`src/rtl/shift_pkg.sv`:
```
// Shared types for the shift/rotate engine.
//   shift_mode_t : operation select carried on the engine's 3-bit mode port
//   state_t      : engine FSM state
package shift_pkg;

    typedef enum logic [2:0] {
        RLC  = 3'd0,  // rotate left through carry
        RRC  = 3'd1,  // rotate right through carry
        RL   = 3'd2,  // rotate left, carry = bit rotated out
        RR   = 3'd3,  // rotate right, carry = bit rotated out
        SLL  = 3'd4,  // logical shift left
        SRL  = 3'd5,  // logical shift right
        SRA  = 3'd6,  // arithmetic shift right
        RSVD = 3'd7   // reserved: pass-through
    } shift_mode_t;

    typedef enum logic [1:0] {
        IDLE  = 2'd0,
        SHIFT = 2'd1,
        DONE  = 2'd2
    } state_t;

endpackage

```
`src/rtl/shift_step.sv`:
```
// Single 1-bit step of a shift/rotate operation (purely combinational).
// Ports:
//   mode   : operation select (shift_mode_t encoding)
//   r, c   : current value and carry
//   r_next : value after one step
//   c_next : carry after one step
module shift_step
    import shift_pkg::*;
#(
    parameter int WIDTH = 4
) (
    input  logic [2:0]       mode,
    input  logic [WIDTH-1:0] r,
    input  logic             c,
    output logic [WIDTH-1:0] r_next,
    output logic             c_next
);

    always_comb begin
        r_next = r;
        c_next = c;
        case (shift_mode_t'(mode))
            RLC: begin r_next = {r[WIDTH-2:0], c};          c_next = r[WIDTH-1]; end
            RRC: begin r_next = {c, r[WIDTH-1:1]};          c_next = r[0];       end
            RL:  begin r_next = {r[WIDTH-2:0], r[WIDTH-1]}; c_next = r[WIDTH-1]; end
            RR:  begin r_next = {r[0], r[WIDTH-1:1]};       c_next = r[0];       end
            SLL: begin r_next = {r[WIDTH-2:0], 1'b0};       c_next = r[WIDTH-1]; end
            SRL: begin r_next = {1'b0, r[WIDTH-1:1]};       c_next = r[0];       end
            SRA: begin r_next = {r[WIDTH-1], r[WIDTH-1:1]}; c_next = r[0];       end
            default: ;
        endcase
    end

endmodule

```
`src/rtl/shift_rotate_engine.sv`:
```
// Multi-cycle shift/rotate engine: one bit step per clock in SHIFT state.
// Ports:
//   clk, reset_n : clock, asynchronous active-low reset
//   start        : request, accepted in IDLE or DONE
//   abort        : cancels an operation in SHIFT (no done pulse)
//   mode         : shift_mode_t operation select
//   operand      : value to process, latched on accepted start
//   carry_in     : initial carry, latched on accepted start
//   count        : number of steps, clamped to MAX_COUNT at latch time
//   busy         : high whenever the FSM is not IDLE
//   done         : one-cycle pulse when result is valid
//   result       : final value, held until the next completion
//   carry_out    : final carry, held with result
//   zero_out     : result == 0, held with result
module shift_rotate_engine
    import shift_pkg::*;
#(
    parameter  int WIDTH     = 4,
    parameter  int MAX_COUNT = WIDTH,
    localparam int CW        = $clog2(MAX_COUNT + 1)
) (
    input  logic             clk,
    input  logic             reset_n,
    input  logic             start,
    input  logic             abort,
    input  logic [2:0]       mode,
    input  logic [WIDTH-1:0] operand,
    input  logic             carry_in,
    input  logic [CW-1:0]    count,
    output logic             busy,
    output logic             done,
    output logic [WIDTH-1:0] result,
    output logic             carry_out,
    output logic             zero_out
);

    localparam logic [CW-1:0] MAX_CNT = CW'(MAX_COUNT);

    state_t            state;
    shift_mode_t       mode_q;
    logic [WIDTH-1:0]  work_r;
    logic              work_c;
    logic [CW-1:0]     remaining;
    logic [CW-1:0]     count_clamped;
    logic [WIDTH-1:0]  step_r;
    logic              step_c;
    logic              pass_through;

    assign count_clamped = (count > MAX_CNT) ? MAX_CNT : count;
    // Reserved mode and zero count complete without entering SHIFT.
    assign pass_through  = (count_clamped == '0) || (shift_mode_t'(mode) == RSVD);

    shift_step #(.WIDTH(WIDTH)) u_step (
        .mode   (mode_q),
        .r      (work_r),
        .c      (work_c),
        .r_next (step_r),
        .c_next (step_c)
    );

    always_ff @(posedge clk or negedge reset_n) begin
        if (!reset_n) begin
            state     <= IDLE;
            mode_q    <= RLC;
            work_r    <= '0;
            work_c    <= 1'b0;
            remaining <= '0;
            busy      <= 1'b0;
            done      <= 1'b0;
            result    <= '0;
            carry_out <= 1'b0;
            zero_out  <= 1'b1;
        end else begin
            done <= 1'b0;
            case (state)
                IDLE, DONE: begin
                    if (start) begin
                        busy <= 1'b1;
                        if (pass_through) begin
                            state     <= DONE;
                            remaining <= '0;
                            done      <= 1'b1;
                            result    <= operand;
                            carry_out <= carry_in;
                            zero_out  <= (operand == '0);
                        end else begin
                            state     <= SHIFT;
                            mode_q    <= shift_mode_t'(mode);
                            work_r    <= operand;
                            work_c    <= carry_in;
                            remaining <= count_clamped;
                        end
                    end else begin
                        state <= IDLE;
                        busy  <= 1'b0;
                    end
                end
                SHIFT: begin
                    if (abort) begin
                        state     <= IDLE;
                        busy      <= 1'b0;
                        remaining <= '0;
                    end else begin
                        work_r    <= step_r;
                        work_c    <= step_c;
                        remaining <= remaining - CW'(1);
                        // Last step: publish the stepped value directly.
                        if (remaining == CW'(1)) begin
                            state     <= DONE;
                            done      <= 1'b1;
                            result    <= step_r;
                            carry_out <= step_c;
                            zero_out  <= (step_r == '0);
                        end
                    end
                end
                default: begin
                    state <= IDLE;
                    busy  <= 1'b0;
                end
            endcase
        end
    end

endmodule

```
`config.mk`:
```
export PLATFORM = sky130hd
export DESIGN_NAME = shift_rotate_engine
export DESIGN_NICKNAME = d
export VERILOG_FILES = /design/src/rtl/shift_pkg.sv /design/src/rtl/shift_step.sv /design/src/rtl/shift_rotate_engine.sv
export SDC_FILE = /design/constraint.sdc
export NUM_CORES = 1
export LEC_CHECK = 0
export ABC_CLOCK_PERIOD_IN_PS = 2550
export BUFFER_PORTS_ARGS = -buffer_cell sky130_fd_sc_hd__buf_2
export CAP_MARGIN = 20
export CELL_PAD_IN_SITES_DETAIL_PLACEMENT = 1
export CELL_PAD_IN_SITES_GLOBAL_PLACEMENT = 2
export CORE_MARGIN = 1
export CORE_UTILIZATION = 37
export DETAILED_ROUTE_END_ITERATION = 10
export PLACE_DENSITY_LB_ADDON = 0.25
export SYNTH_ARGS = -nofsm -noshare
export SYNTH_HDL_FRONTEND = slang
export SYNTH_SLANG_ARGS = --single-unit
```
`constraint.sdc`:
```
create_clock -name clk -period 2.55 [get_ports clk]
set_input_delay 0.255 -clock clk [delete_from_list [all_inputs] [get_ports clk]]
set_output_delay 0.255 -clock clk [all_outputs]
set_load 0.03 [all_outputs]
```
# Word-level counts from Yosys, hierarchy flattened
# Index checks and enable logic that the tools add are counted.
[totals]
ram_bits = 0
word_cells = 87
n_memories = 0
regBits = 21
mem_bits_ro = 0
output_inout_bits = 8
latch_bits = 0
in_bits = 15
[classes]
order_cmp = 1
n_eq_ne = 17
bitwise_logic = 1
n_reduce_logical = 14
div = 0
n_addsub = 1
mux = 43
mul = 0
shift = 0
[ops]
columns = ["cell", "count"]
rows = [
  ["$mux 4", 7],
  ["$pmux 4 s7", 1],
  ["$mux 1", 17],
  ["$pmux 4 s2", 2],
  ["$eq 3x3->1 const B", 4],
  ["$mux 3", 4],
  ["$ne 2x2->1 const B", 6],
  ["$pmux 1 s2", 6],
  ["$logic_not 4->1", 2],
  ["$mux 2", 4],
  ["$eq 3x1->1 const B", 2],
  ["$eq 3x2->1 const B", 2],
  ["$logic_not 3->1", 2],
  ["$pmux 3 s2", 1],
  ["$reduce_and 5->1", 1],
  ["$pmux 2 s2", 1],
  ["$reduce_and 4->1", 1],
  ["$reduce_or 4->1", 1],
  ["$gt 3x3->1 const B", 1],
  ["$ne 3x3->1 const B", 1],
  ["$reduce_and 3->1", 1],
  ["$reduce_or 3->1", 1],
  ["$sub 3x1->3 const B", 1],
  ["$eq 2x1->1 const B", 1],
  ["7 further kinds", 7],
]

# Longest topological paths before layout
[depth]
word_depth = 7
depth_mapped = 7
ltp_nobuf = 6

# By module
# From an unflattened synthesis, not the netlist that was laid out.
[unflattened]
cells_unflattened = 116
hier_area_um2 = 1202.4
[modules_own_cells]
columns = ["mod", "instances", "area_per_inst_um2", "cells_each", "seq_area_each_um2"]
rows = [
  ["shift_rotate_engine", 1, 1027.2, 89, 526.8],
  ["shift_step", 1, 175.2, 27, 0.0],
]

# Worst setup path after synthesis
# Ideal clock, no wire load.
[synth_path]
path_type = "reg-to-reg"
start = "register state[1]"
end = "register result[0]"
period_less_slack_ns = 1.468
arrival_time_ns = 1.343
setup_time_ns = 0.125
required_ns = 2.425
setup_slack_ns = 1.082
path_stages_with_launch = 7
path_cell_list = "dfrtp_1 nand2b_1 buf_6 nor2_4 a22o_1 buf_6 mux2_4"
[synth_via]
elab_chain_len = 4
elab_cells_between_ends = 11
cone_classes = "6 x eq/ne; 1 x mux; 4 x reduce/logical"
[synth_lines]
columns = ["element", "line", "text"]
rows = [
  ["from (decl)", "shift_rotate_engine.sv:39", "state_t state;"],
  ["from (signal assigned)", "shift_rotate_engine.sv:63", "state <= IDLE;"],
  ["from (signal assigned)", "shift_rotate_engine.sv:80", "state <= DONE;"],
  ["from (signal assigned)", "shift_rotate_engine.sv:87", "state <= SHIFT;"],
  ["$eq 2x2->1 or $logic_not 2->1 (tied branches)", "shift_rotate_engine.sv:75", "case (state)"],
  ["$reduce_or 2->1", "shift_rotate_engine.sv:75", ""],
  ["$ne 2x2->1 (no source line) or $reduce_bool 2->1 (tied branches)", "n/a", ""],
  ["$reduce_and 5->1 (no source line)", "n/a", ""],
  ["to (signal assigned)", "shift_rotate_engine.sv:83", "result <= operand;"],
  ["to (signal assigned)", "shift_rotate_engine.sv:111", "result <= step_r;"],
  ["to (decl)", "shift_rotate_engine.sv:32", "output logic [WIDTH-1:0] result,"],
]
# Parallel ways exist; a longest one is shown, timed or not.
# A chain may end at the register's enable or synchronous reset.

# Worst setup path in the final report
# Ends and elaborated chain as after synthesis.

==> flow_summary.ini <==
[outcome]
status = finished, final reports clean

[clock_network]
cts_root_buf = clkbuf_4
clk_pin_slew_ps = 110
cts_buffers = 3
cts_num_sinks = 21
clock_latency_ps = 310
cts_setup_buffers = 0
clock_path_buffers = 2
post_cts_resize_count = 0
h-tree-depth = 1
cts_tree = done
cts_hold_buffers = 1

[job]
drv_cap = 0

[logic_synthesis]
synth.top_cells.by_area = dfrtp_1 42%, mux2_4 5.1%, mux2_2 4.8%
synth_compound_area_share_pct = 17.1
synth-simple-area-share_pct = 15.7
syn_inst = 110
ys_types = 38
synth_top_family_by_area = compound AO/OA/AOI/OAI gates
synth_top_area_share_pct = 42.4
yosysWarnings = 0
synthAdderAreaFrac_pct = 2.12
syn_area_um2 = 1180
synth-main-ff-cell = dfrtp_1
syn_nets = 127
synthXorXnorAreaFrac_pct = 0
syn_area_per_cell_um2 = 10.7
async_flop_share_pct = 100
synth_edf_count = 0
synthMuxAreaShare_pct = 16.2
synth_top_area_cell = dfrtp_1
ys_seq_area_share_pct = 44.6
ys_ff_latch = 21
yosysMostFrequentCell = dfrtp_1
synth_common_cells = 20 x dfrtp_1, 9 x nor2_1, 7 x nand2_1, 7 x o21ai_1

[worst_setup_path]
path_delay_family = simple AND/OR/NAND/NOR gates
cp-end-kind = register
cp_num_buf_inv = 0
path_cells = nand2b_1 > nor2_4 > a22o_1 > mux2_4
crit_type = register to register
worstPathMaxFanout = 10
slowest_stage = a22o_1
required_ps = 2750
worst_setup_path_start_kind = register
arrival_ps = 2020
r2r_slack_ps = 740
slowest_delay_ps = 410

[timing]
fin_setup_tns_ps = 0
holdWs_ps = 176
period_needed_ps = 1810
max_freq_ghz = 0.552
rsz0062_at_grt = false
finalMaxSlewViolations = 0
fin_crit_sh_pct = 71.1
final-setup-viol-count = 0
slew-limit-headroom_pct = 67.7
max_slew.worst_pin.slew_ps = 484
skew_ps = 1.33
hold_viol_final = 0

[die]
start_util_pct = 39.0
fp.dieArea_um2 = 3420
die_y_um = 58.5
coreArea_um2 = 3030
die_w_um = 58.5
rows = 20
ios = 23

[global_route]
grt_pass1_vias = 1037
grt_overflow = 0
grt_start_max_net_pins = 22
grt_use_total_pct = 18.5
grt_first_pass_wirelength_um = 4690
antenna_found_initial = 0

[route]
drc_errors = 0
viasPerCell = 5.34
wirelength_um = 2740
wire_per_inst_um = 15.3
drtIter0Drc = 15
ant_nets = 0
vias = 955
drt_pass1_iterations = 4

[place]
gp_congestion = 0.743
placed_area_um2 = 1330
io_buffers = 22
dp_hpwl_um = 2130

[pwr]
power.leakage_nw = 0.612
vdd_ir_drop_max_v = 0.000468
p_per_area_nw_per_um2 = 1100

[final_layout]
nNetsFinal = 153
drive_gt1_share_pct = 32.6
area_delta_synth_final_pct = 15.4
diodes = 0
stdcell_area_um2 = 1360
n_fill_cell = 359

[min_path]
hp-class = input port to register
[final cells by class]
class / instances / area (um2) / area share (%)
Multi-Input combinational cell: 81 / 603 / 44.3
Sequential cell: 21 / 527 / 38.7
Timing Repair Buffer: 25 / 135 / 9.93
Tap cell: 44 / 55.1 / 4.04
Clock buffer: 4 / 26.3 / 1.93
Inverter: 4 / 15.0 / 1.10
[worst paths after layout]
path	startpoint	endpoint	cells past startpoint
hold reg to reg	zero_out$_DFFE_PN1P_	zero_out$_DFFE_PN1P_	2
min in group asynchronous	reset_n	work_r[2]$_DFFE_PN0P_	2
setup reg to reg	state[1]$_DFFE_PN0P_	result[0]$_DFFE_PN0P_	4
hold / removal	mode[0]	mode_q[0]$_DFFE_PN0P_	2
setup / recovery	state[1]$_DFFE_PN0P_	result[0]$_DFFE_PN0P_	4
max in group asynchronous	reset_n	zero_out$_DFFE_PN1P_	2
[where the power goes]
part,internal [mW],total [mW],switching [mW]
registers,0.475,0.608,0.133
clock network,0.0611,0.163,0.101
logic,0.316,0.730,0.414
total,0.852,1.50,0.648
[through the flow]
stage | setup slack [ps] | instances | power [mW] | utilization (%)
CTS | 733 | 179 | 1.52 | 45.0
detailed placement | 766 | 174 | 1.35 | 43.8
finish | 737 | 179 | 1.50 | 45.0
global route | 629 | 179 | 1.63 | 45.0
floorplan | 1080 | 110 | 1.16 | -
global placement | 818 | 174 | 1.32 | 43.8
[routing by layer]
metal / global-route usage, % / routed length, um
met5: 0 / 0
met3: 4.18 / 80
met4: 6.46 / 68
met2: 32.7 / 1380
met1: 22.2 / 1210
[cells by family after synthesis]
kind of cell               count (synthesis)
adders and majority gates                  2
and+or+nand+nor                           34
DFF                                       21
buffers and inverters                      8
muxes                                     16
AOI/OAI and AO/OA                         29
[cells in the final DEF (no fill, tap or decap), drive strengths merged, types with 2 or more instances in the layout]
| master | synthesis | final |
|---|---|---|
| inv | 4 | 4 |
| mux2 | 13 | 13 |
| buf | 4 | 24 |
| nand2 | 8 | 8 |
| ha | 2 | 2 |
| o22ai | 2 | 2 |
| a22o | 2 | 2 |
| dfrtp | 20 | 20 |
| a21oi | 5 | 5 |
| mux2i | 3 | 3 |
| o21ai | 7 | 7 |
| a31oi | 3 | 3 |
| nand3 | 3 | 3 |
| nor2b | 2 | 2 |
| clkbuf | 0 | 4 |
| nor2 | 11 | 11 |
| nand2b | 4 | 4 |
| o211ai | 2 | 2 |
[sequential cells by signal, summed over array words and instances, names as in the netlist]
name / count
mode_q: 3
state: 2
busy: 1
remaining: 3
carry_out: 1
work_c: 1
result: 4
zero_out: 1
done: 1
work_r: 4
(Power assumes the default switching activity.)
